**config.mk**
```make
export PLATFORM = sky130hd
export DESIGN_NAME = weight_ram_writer_flat
export DESIGN_NICKNAME = d
export VERILOG_FILES = /design/src/rtl/nn_pkg.sv /design/src/rtl/weight_ram_writer_if.sv /design/src/rtl/byte_word_assembler.sv /design/src/rtl/weight_ram_writer.sv /design/src/flat_wrapper.sv
export SDC_FILE = /design/constraint.sdc
export NUM_CORES = 1
export LEC_CHECK = 0
export CORE_UTILIZATION = 35
export DETAILED_ROUTE_END_ITERATION = 8
export GPL_ROUTABILITY_DRIVEN = 0
export PLACE_DENSITY = 0.66
export SLEW_MARGIN = 20
export SYNTH_ARGS = -nofsm -noshare
export SYNTH_HDL_FRONTEND = slang
export SYNTH_HIERARCHICAL = 1
export SYNTH_SLANG_ARGS = --single-unit
```
**constraint.sdc**
```tcl
create_clock -name clock -period 1.94 [get_ports clock]
set_input_delay 0.582 -clock clock [delete_from_list [all_inputs] [get_ports clock]]
set_output_delay 0.582 -clock clock [all_outputs]
set_load 0.01 [all_outputs]
```
**src/rtl/nn_pkg.sv**
```systemverilog
// -----------------------------------------------------------------------------
// nn_pkg
// Shared definitions for the neural-network weight path: fixed-point format,
// the weight loader FSM encoding and a small width helper.
// No ports (package).
// -----------------------------------------------------------------------------
package nn_pkg;

    localparam int INT_WIDTH  = 8;
    localparam int FRAC_WIDTH = 8;

    // Signed fixed point; bit 0 is the LSB of the integer part.
    typedef logic signed [INT_WIDTH-1:-FRAC_WIDTH] fixed_t;

    typedef enum logic [1:0] {
        IDLE  = 2'd0,
        LOAD  = 2'd1,
        WRITE = 2'd2,
        DONE  = 2'd3
    } loader_state_t;

    // Counter width able to index 0..count-1; never returns zero so that a
    // single-entry count still yields a legal vector.
    function automatic int addr_bits(input int count);
        return (count > 1) ? $clog2(count) : 1;
    endfunction

endpackage

```
**src/rtl/weight_ram_writer_if.sv**
```systemverilog
// -----------------------------------------------------------------------------
// weight_ram_writer_if
// Byte stream (valid/ready) into the weight loader plus the RAM write port it
// drives.
//   in_data / in_valid        : stream byte from upstream
//   in_ready                  : loader accepts a byte this cycle
//   write_enable              : RAM write strobe
//   write_address / write_data: RAM write address and word
// Modports: master = stream source / RAM side, slave = the loader.
// -----------------------------------------------------------------------------
interface weight_ram_writer_if
    import nn_pkg::*;
#(
    parameter int WIDTH = INT_WIDTH + FRAC_WIDTH,
    parameter int DEPTH = 784
);
    localparam int ADDR_WIDTH = addr_bits(DEPTH);

    logic [7:0]            in_data;
    logic                  in_valid;
    logic                  in_ready;
    logic                  write_enable;
    logic [ADDR_WIDTH-1:0] write_address;
    logic [WIDTH-1:0]      write_data;

    modport master (
        output in_data,
        output in_valid,
        input  in_ready,
        input  write_enable,
        input  write_address,
        input  write_data
    );

    modport slave (
        input  in_data,
        input  in_valid,
        output in_ready,
        output write_enable,
        output write_address,
        output write_data
    );

endinterface

```
**src/rtl/byte_word_assembler.sv**
```systemverilog
// -----------------------------------------------------------------------------
// byte_word_assembler
// Collects accepted bytes little-endian into a WIDTH-bit word.
//   clock, reset  : clock, async active-low reset
//   clear         : drop any partial word and restart at byte 0
//   accept        : byte_in is consumed this cycle
//   byte_in       : stream byte
//   word_full     : assembled word including the byte being accepted now
//   word_complete : this accept supplies the last byte of the word
// -----------------------------------------------------------------------------
module byte_word_assembler
    import nn_pkg::*;
#(
    parameter int WIDTH = INT_WIDTH + FRAC_WIDTH
)
(
    input  logic             clock,
    input  logic             reset,
    input  logic             clear,
    input  logic             accept,
    input  logic [7:0]       byte_in,
    output logic [WIDTH-1:0] word_full,
    output logic             word_complete
);
    localparam int BYTES_PER_WORD = WIDTH / 8;
    localparam int CNT_WIDTH      = addr_bits(BYTES_PER_WORD);

    logic [CNT_WIDTH-1:0] byte_cnt;
    logic [WIDTH-1:0]     word_q;

    // Merge the incoming byte combinationally so the caller can register the
    // complete word on the same edge that accepts its last byte.
    always_comb begin
        word_full = word_q;
        for (int k = 0; k < BYTES_PER_WORD; k++) begin
            if (accept && (byte_cnt == CNT_WIDTH'(k))) begin
                word_full[8*k +: 8] = byte_in;
            end
        end
    end

    assign word_complete = accept && (byte_cnt == CNT_WIDTH'(BYTES_PER_WORD - 1));

    always_ff @(posedge clock or negedge reset) begin
        if (!reset) begin
            byte_cnt <= '0;
            word_q   <= '0;
        end else if (clear) begin
            byte_cnt <= '0;
            word_q   <= '0;
        end else if (accept) begin
            word_q   <= word_full;
            byte_cnt <= word_complete ? '0 : byte_cnt + CNT_WIDTH'(1);
        end
    end

endmodule

```
**src/rtl/weight_ram_writer.sv**
```systemverilog
// -----------------------------------------------------------------------------
// weight_ram_writer
// Loads DEPTH words of WIDTH bits into the weight RAM from a byte stream,
// writing addresses 0..DEPTH-1 in order. The RAM itself sits beside this block.
//   clock, reset : clock, async active-low reset
//   start        : one-cycle pulse, begins a load (ignored while loading)
//   busy         : load in progress
//   done         : all words written; held until the next start
//   bus (slave)  : byte stream in, RAM write port out
//
// state | meaning
// IDLE  | after reset, waiting for start
// LOAD  | accepting bytes of the current word
// WRITE | one-cycle RAM write of the assembled word
// DONE  | all words written, waiting for start to reload
// -----------------------------------------------------------------------------
module weight_ram_writer
    import nn_pkg::*;
#(
    parameter int WIDTH = INT_WIDTH + FRAC_WIDTH,
    parameter int DEPTH = 784
)
(
    input  logic              clock,
    input  logic              reset,
    input  logic              start,
    output logic              busy,
    output logic              done,
    weight_ram_writer_if.slave bus
);
    localparam int ADDR_WIDTH                 = addr_bits(DEPTH);
    localparam logic [ADDR_WIDTH-1:0] LAST_ADDR = ADDR_WIDTH'(DEPTH - 1);

    if ((WIDTH % 8) != 0 || WIDTH < 8) begin : g_width_check
        $error("weight_ram_writer: WIDTH (%0d) must be a non-zero multiple of 8", WIDTH);
    end

    loader_state_t         state;
    logic [ADDR_WIDTH-1:0] word_cnt;
    logic                  accept;
    logic                  asm_clear;
    logic                  word_complete;
    logic [WIDTH-1:0]      word_full;

    // in_ready is registered and only high in LOAD, so accept never depends
    // combinationally on anything but in_valid and a flop.
    assign accept    = bus.in_valid && bus.in_ready;
    assign asm_clear = start && ((state == IDLE) || (state == DONE));

    byte_word_assembler #(
        .WIDTH (WIDTH)
    ) u_assembler (
        .clock         (clock),
        .reset         (reset),
        .clear         (asm_clear),
        .accept        (accept),
        .byte_in       (bus.in_data),
        .word_full     (word_full),
        .word_complete (word_complete)
    );

    always_ff @(posedge clock or negedge reset) begin
        if (!reset) begin
            state             <= IDLE;
            word_cnt          <= '0;
            bus.in_ready      <= 1'b0;
            bus.write_enable  <= 1'b0;
            bus.write_address <= '0;
            bus.write_data    <= '0;
            busy              <= 1'b0;
            done              <= 1'b0;
        end else begin
            case (state)
                IDLE, DONE: begin
                    if (start) begin
                        state        <= LOAD;
                        word_cnt     <= '0;
                        bus.in_ready <= 1'b1;
                        busy         <= 1'b1;
                        done         <= 1'b0;
                    end
                end
                LOAD: begin
                    if (word_complete) begin
                        state             <= WRITE;
                        bus.in_ready      <= 1'b0;
                        bus.write_enable  <= 1'b1;
                        bus.write_address <= word_cnt;
                        bus.write_data    <= word_full;
                    end
                end
                WRITE: begin
                    bus.write_enable <= 1'b0;
                    // Stop at the last address instead of incrementing so the
                    // counter never leaves 0..DEPTH-1.
                    if (word_cnt == LAST_ADDR) begin
                        state <= DONE;
                        busy  <= 1'b0;
                        done  <= 1'b1;
                    end else begin
                        state        <= LOAD;
                        word_cnt     <= word_cnt + ADDR_WIDTH'(1);
                        bus.in_ready <= 1'b1;
                    end
                end
                default: state <= IDLE;
            endcase
        end
    end

endmodule

```
**src/flat_wrapper.sv**
```systemverilog
// flat-port wrapper written by rule: the top's interface ports become plain ports
module weight_ram_writer_flat import nn_pkg::*;
#(
    parameter int WIDTH = INT_WIDTH + FRAC_WIDTH,
    parameter int DEPTH = 784
)
  (clock, reset, start, busy, done, bus_in_data, bus_in_valid, bus_in_ready, bus_write_enable, bus_write_address, bus_write_data);
  weight_ram_writer_if #(.WIDTH(WIDTH), .DEPTH(DEPTH)) bus_i ();
  input  logic clock;
  input  logic reset;
  input  logic start;
  output logic busy;
  output logic done;
  input wire logic [$bits(bus_i.in_data)-1:0] bus_in_data;
  input wire logic [$bits(bus_i.in_valid)-1:0] bus_in_valid;
  output wire logic [$bits(bus_i.in_ready)-1:0] bus_in_ready;
  output wire logic [$bits(bus_i.write_enable)-1:0] bus_write_enable;
  output wire logic [$bits(bus_i.write_address)-1:0] bus_write_address;
  output wire logic [$bits(bus_i.write_data)-1:0] bus_write_data;
  assign bus_i.in_data = bus_in_data;
  assign bus_i.in_valid = bus_in_valid;
  assign bus_in_ready = bus_i.in_ready;
  assign bus_write_enable = bus_i.write_enable;
  assign bus_write_address = bus_i.write_address;
  assign bus_write_data = bus_i.write_data;
  weight_ram_writer #(.WIDTH(WIDTH), .DEPTH(DEPTH)) u_core (.clock(clock), .reset(reset), .start(start), .busy(busy), .done(done), .bus(bus_i));
endmodule
```
==> results of run 1 <==
Yosys cell counts (all sizes together) (2+ instances only):
library cell,n,area share
inv,8,0.010
a22oi,2,0.0050
buf,10,0.025
dfrtp,59,0.49
nand4b,2,0.0058
a21oi,5,0.0083
nand2,20,0.026
mux2i,19,0.063
nor3,3,0.0050
a21o,2,0.0050
mux2,41,0.17
nand2b,27,0.056
o21ai,11,0.018
clkbuf,4,0.0054
o211ai,5,0.014
nand3,4,0.0083
or4,2,0.0050
nor2,6,0.0075
nand4,4,0.0083
nor2b,2,0.0067
ha,4,0.017
cell type report:
type / count / share of cell area
Sequential cell: 59 / 0.387
Clock inverter: 2 / 0.00918
Tap cell: 105 / 0.0344
Multi-Input combinational cell: 169 / 0.370
Timing Repair Buffer: 57 / 0.152
Inverter: 8 / 0.00787
Clock buffer: 14 / 0.0400
registers in the layout (all words and copies together), names as in the netlist:
register / cells
u_core/bus.write_enable: 1
u_core/done: 1
u_core/bus.in_ready: 1
u_core/bus.write_address: 10
u_core/state: 2
u_core/bus.write_data: 16
u_core/busy: 1
u_core/word_cnt: 10
u_core/u_assembler/word_q: 16
u_core/u_assembler/byte_cnt: 1
power by group through the flow:
stage,Sequential [mW],Clock [mW],Combinational (mW)
global route,1.90,1.16,2.57
finish,1.84,1.07,2.35
global placement,1.86,0,2.29
CTS,1.85,1.10,2.35
floorplan,1.89,0,1.46
detailed placement,1.87,0,2.34
cells in the final DEF (no fill, tap or decap), types with 2 or more instances in the layout:
cell type / netlist / layout
inv_1: 7 / 7
buf_12: 0 / 4
nand4b_1: 2 / 2
nand2_1: 19 / 19
nor2_1: 6 / 6
mux2_2: 25 / 25
dfrtp_1: 59 / 59
o211ai_1: 4 / 4
or4_1: 2 / 2
mux2_4: 16 / 16
nor3_1: 3 / 3
ha_1: 4 / 3
a21oi_1: 5 / 5
a21o_1: 2 / 2
a22oi_1: 2 / 2
clkbuf_1: 3 / 4
mux2i_1: 19 / 19
nand4_1: 4 / 4
clkbuf_8: 0 / 10
nand3_1: 3 / 3
buf_4: 2 / 11
nand2b_1: 27 / 27
clkdlybuf4s50_1: 0 / 40
o21ai_0: 10 / 10
metrics by stage:
| stage | hold slack [ns] | setup TNS (ns) | power, mW |
|---|---|---|---|
| after floorplan | 0.286 | 0 | 3.36 |
| after global placement | 0.474 | -5.60 | 4.15 |
| after detailed placement | 0.475 | -5.61 | 4.21 |
| after CTS | 0.249 | 0 | 5.31 |
| after global routing | 0.270 | 0 | 5.62 |
| final | 0.244 | 0 | 5.27 |
kinds of logic (layout without fill, tap and decap cells):
family	count (synthesis)	in the layout	share of synthesized area
AO/OA/AOI/OAI	32	32	0.0763
buffers and inverters	22	81	0.0400
multiplexers	60	60	0.237
adder cells (fa/ha/maj)	4	4	0.0167
AND/OR/NAND/NOR	73	73	0.138
flip-flops	59	59	0.492
final timing paths:
check	from	slack (ns)	endpoint
hold / removal	reset	0.24	u_core/bus.write_address[3]$_DFFE_PN0P_
max in group asynchronous	reset	1.44	u_core/bus.write_data[1]$_DFFE_PN0P_
setup reg to reg	u_core/state[0]$_DFFE_PN0P_	0.16	u_core/word_cnt[7]$_DFFE_PN0P_
hold reg to reg	u_core/bus.write_address[9]$_DFFE_PN0P_	0.48	u_core/bus.write_address[9]$_DFFE_PN0P_
min in group clock	u_core/bus.write_address[9]$_DFFE_PN0P_	0.48	u_core/bus.write_address[9]$_DFFE_PN0P_
setup / recovery	u_core/bus.in_ready$_DFFE_PN0P_	0.08	bus_in_ready
routing by layer:
metal	track usage	up-vias	share of wire
li1	-	995	-
met1	0.193	1040	0.48
met2	0.229	32	0.47
met3	0.0250	10	0.026
met4	0.0833	0	0.023
met5	0	-	0
timing repair:
action / 4_1_cts / 5_1_grt
endpoints found under the setup margin: 0 / 8
hold buffers: 0 / 0
resized for setup: 0 / 4
hold endpoints to repair: 0 / 0
==> impl_results.md, run 1 <==
- Reg2Reg Depth: 6
- All-layer global routing usage: 0.147
- Post-Syn Area: 0.00300 mm2
- Largest net degree at the start of global routing: 60
- Distinct cells, synth: 41
- Initial antenna violation count: 0
- Register area: 0.00148 mm2
- Via density: around 5
- CP Class: register to primary output
- RSZ-0062 raised after global routing: no
- Crit path depth: 1
- Total gr overflow: 0
- Layout cells sized above 1: 0.269
- Synthesized Nets: 266
- Peak supply drop: approximately 0.47 mV
- Final antenna-violating net count: 0
- CP bufs+invs: 1
- Final wirelength: 5900 um
- Pre-Repair DR Iteration Count: 4
- Static Leak: between 1.5 and 2 nW
- Cell Count Post-Placement: 398
- DR iter-0 viols: 85
- Slowest CP cell: clkdlybuf4s50_1
- Number of global-route vias before repair: 2067
- Register area share after synthesis: 0.492
- Clock insertion delay at the later pin of the skew report: 0.33 ns
- Final Cell Area: 0.00382 mm2
- FF+latch count, synth: 59
- Die Y: ~95 um
- Via Count: 2077
- Worst Path Required: about 1.4 ns
- Post-detailed-route wirelength per cell: between 10 and 15 um
- Die area: 0.00895 mm2
- Total internal power: around 3.6 mW
- Antenna fix cells: 0
- Multi-input gate area in the final layout: 0.00141 mm2
- # clock sinks: 59
- Port Buffers: between 40 and 50
- PD cells: ~1400 mW/mm2
- Die span in x: between 90 and 100 um
- Syn Area/Cell: between 10 and 15 um2
- Worst-Margin Slew: 0.332 ns
- CP cell instances: clkdlybuf4s50_1
- Num rows: 33
- Worst Setup Start Kind: register
- Final Setup Violations: 0
- Sequential share of power: 0.350
- Max incr delay on CP: 0.56 ns
- Yosys Warn Count: 6
- CTS root buf: clkbuf_8
- Clock buffer depth: 2
- Dpl ws: -0.306 ns
- IO Pins: 42
- Placed Area: 0.00362 mm2
- Post-Layout Cell Count: 414
- Number of CTS-inserted buffers: 9
- Final period utilization: 0.961
- Critical path endpoint category: primary output
- Slew Viols, Final: 0
- Asr flop ratio synth: 1.00
- P_sw: ~1.7 mW
- Drc violations: 0
- Number of synthesized flops with an enable pin: 0
- Detailed placement HPWL: between 3000 and 4000 um
- Critical Path AT: 1.28 ns
- Maximum capacitance violations: 0
- Status: finished clean
- Clock Skew: 0.00900 ns
- Switching share of total power: 0.320
- Core Util, Final: 0.462
- Final min period: between 1.5 and 2 ns
- Rel. slew slack: 0.776
- Fin worst setup slack: 0.0750 ns
- Core area: 0.00826 mm2
- TritonCTS clock tree: built
- Fin. Hold Viols: 0
- Delay-heaviest family, CP: buffers and inverters
- Postcts setup bufs: 0
- Starting Density: 0.363
- Max Freq: around 540 MHz
- Cells after Synth: 250
- Global-route wire length before repair: 9950 um
- Nets: 320
- Layout area overhead: 27.2%
- Critical path fanouts, max: 4
- Comb power frac: 0.446
- CTS H-Tree Depth: 3
- Clk slew on worst S/H paths: around 0.060 ns
- Filler Cell Count: 799
- Clock power share: 0.204
- Hold crit path type: input pin to asynchronous set/reset pin
- Synth Flop Type: dfrtp_1
No activity file was read; power rests on OpenSTA's default activity.
==> inputs of run 2 (changes only) <==
SLEW_MARGIN = default   (was 20)
==> results of run 2 <==
Same layout as run 1: the final DEF is identical, and so are final timing and power.
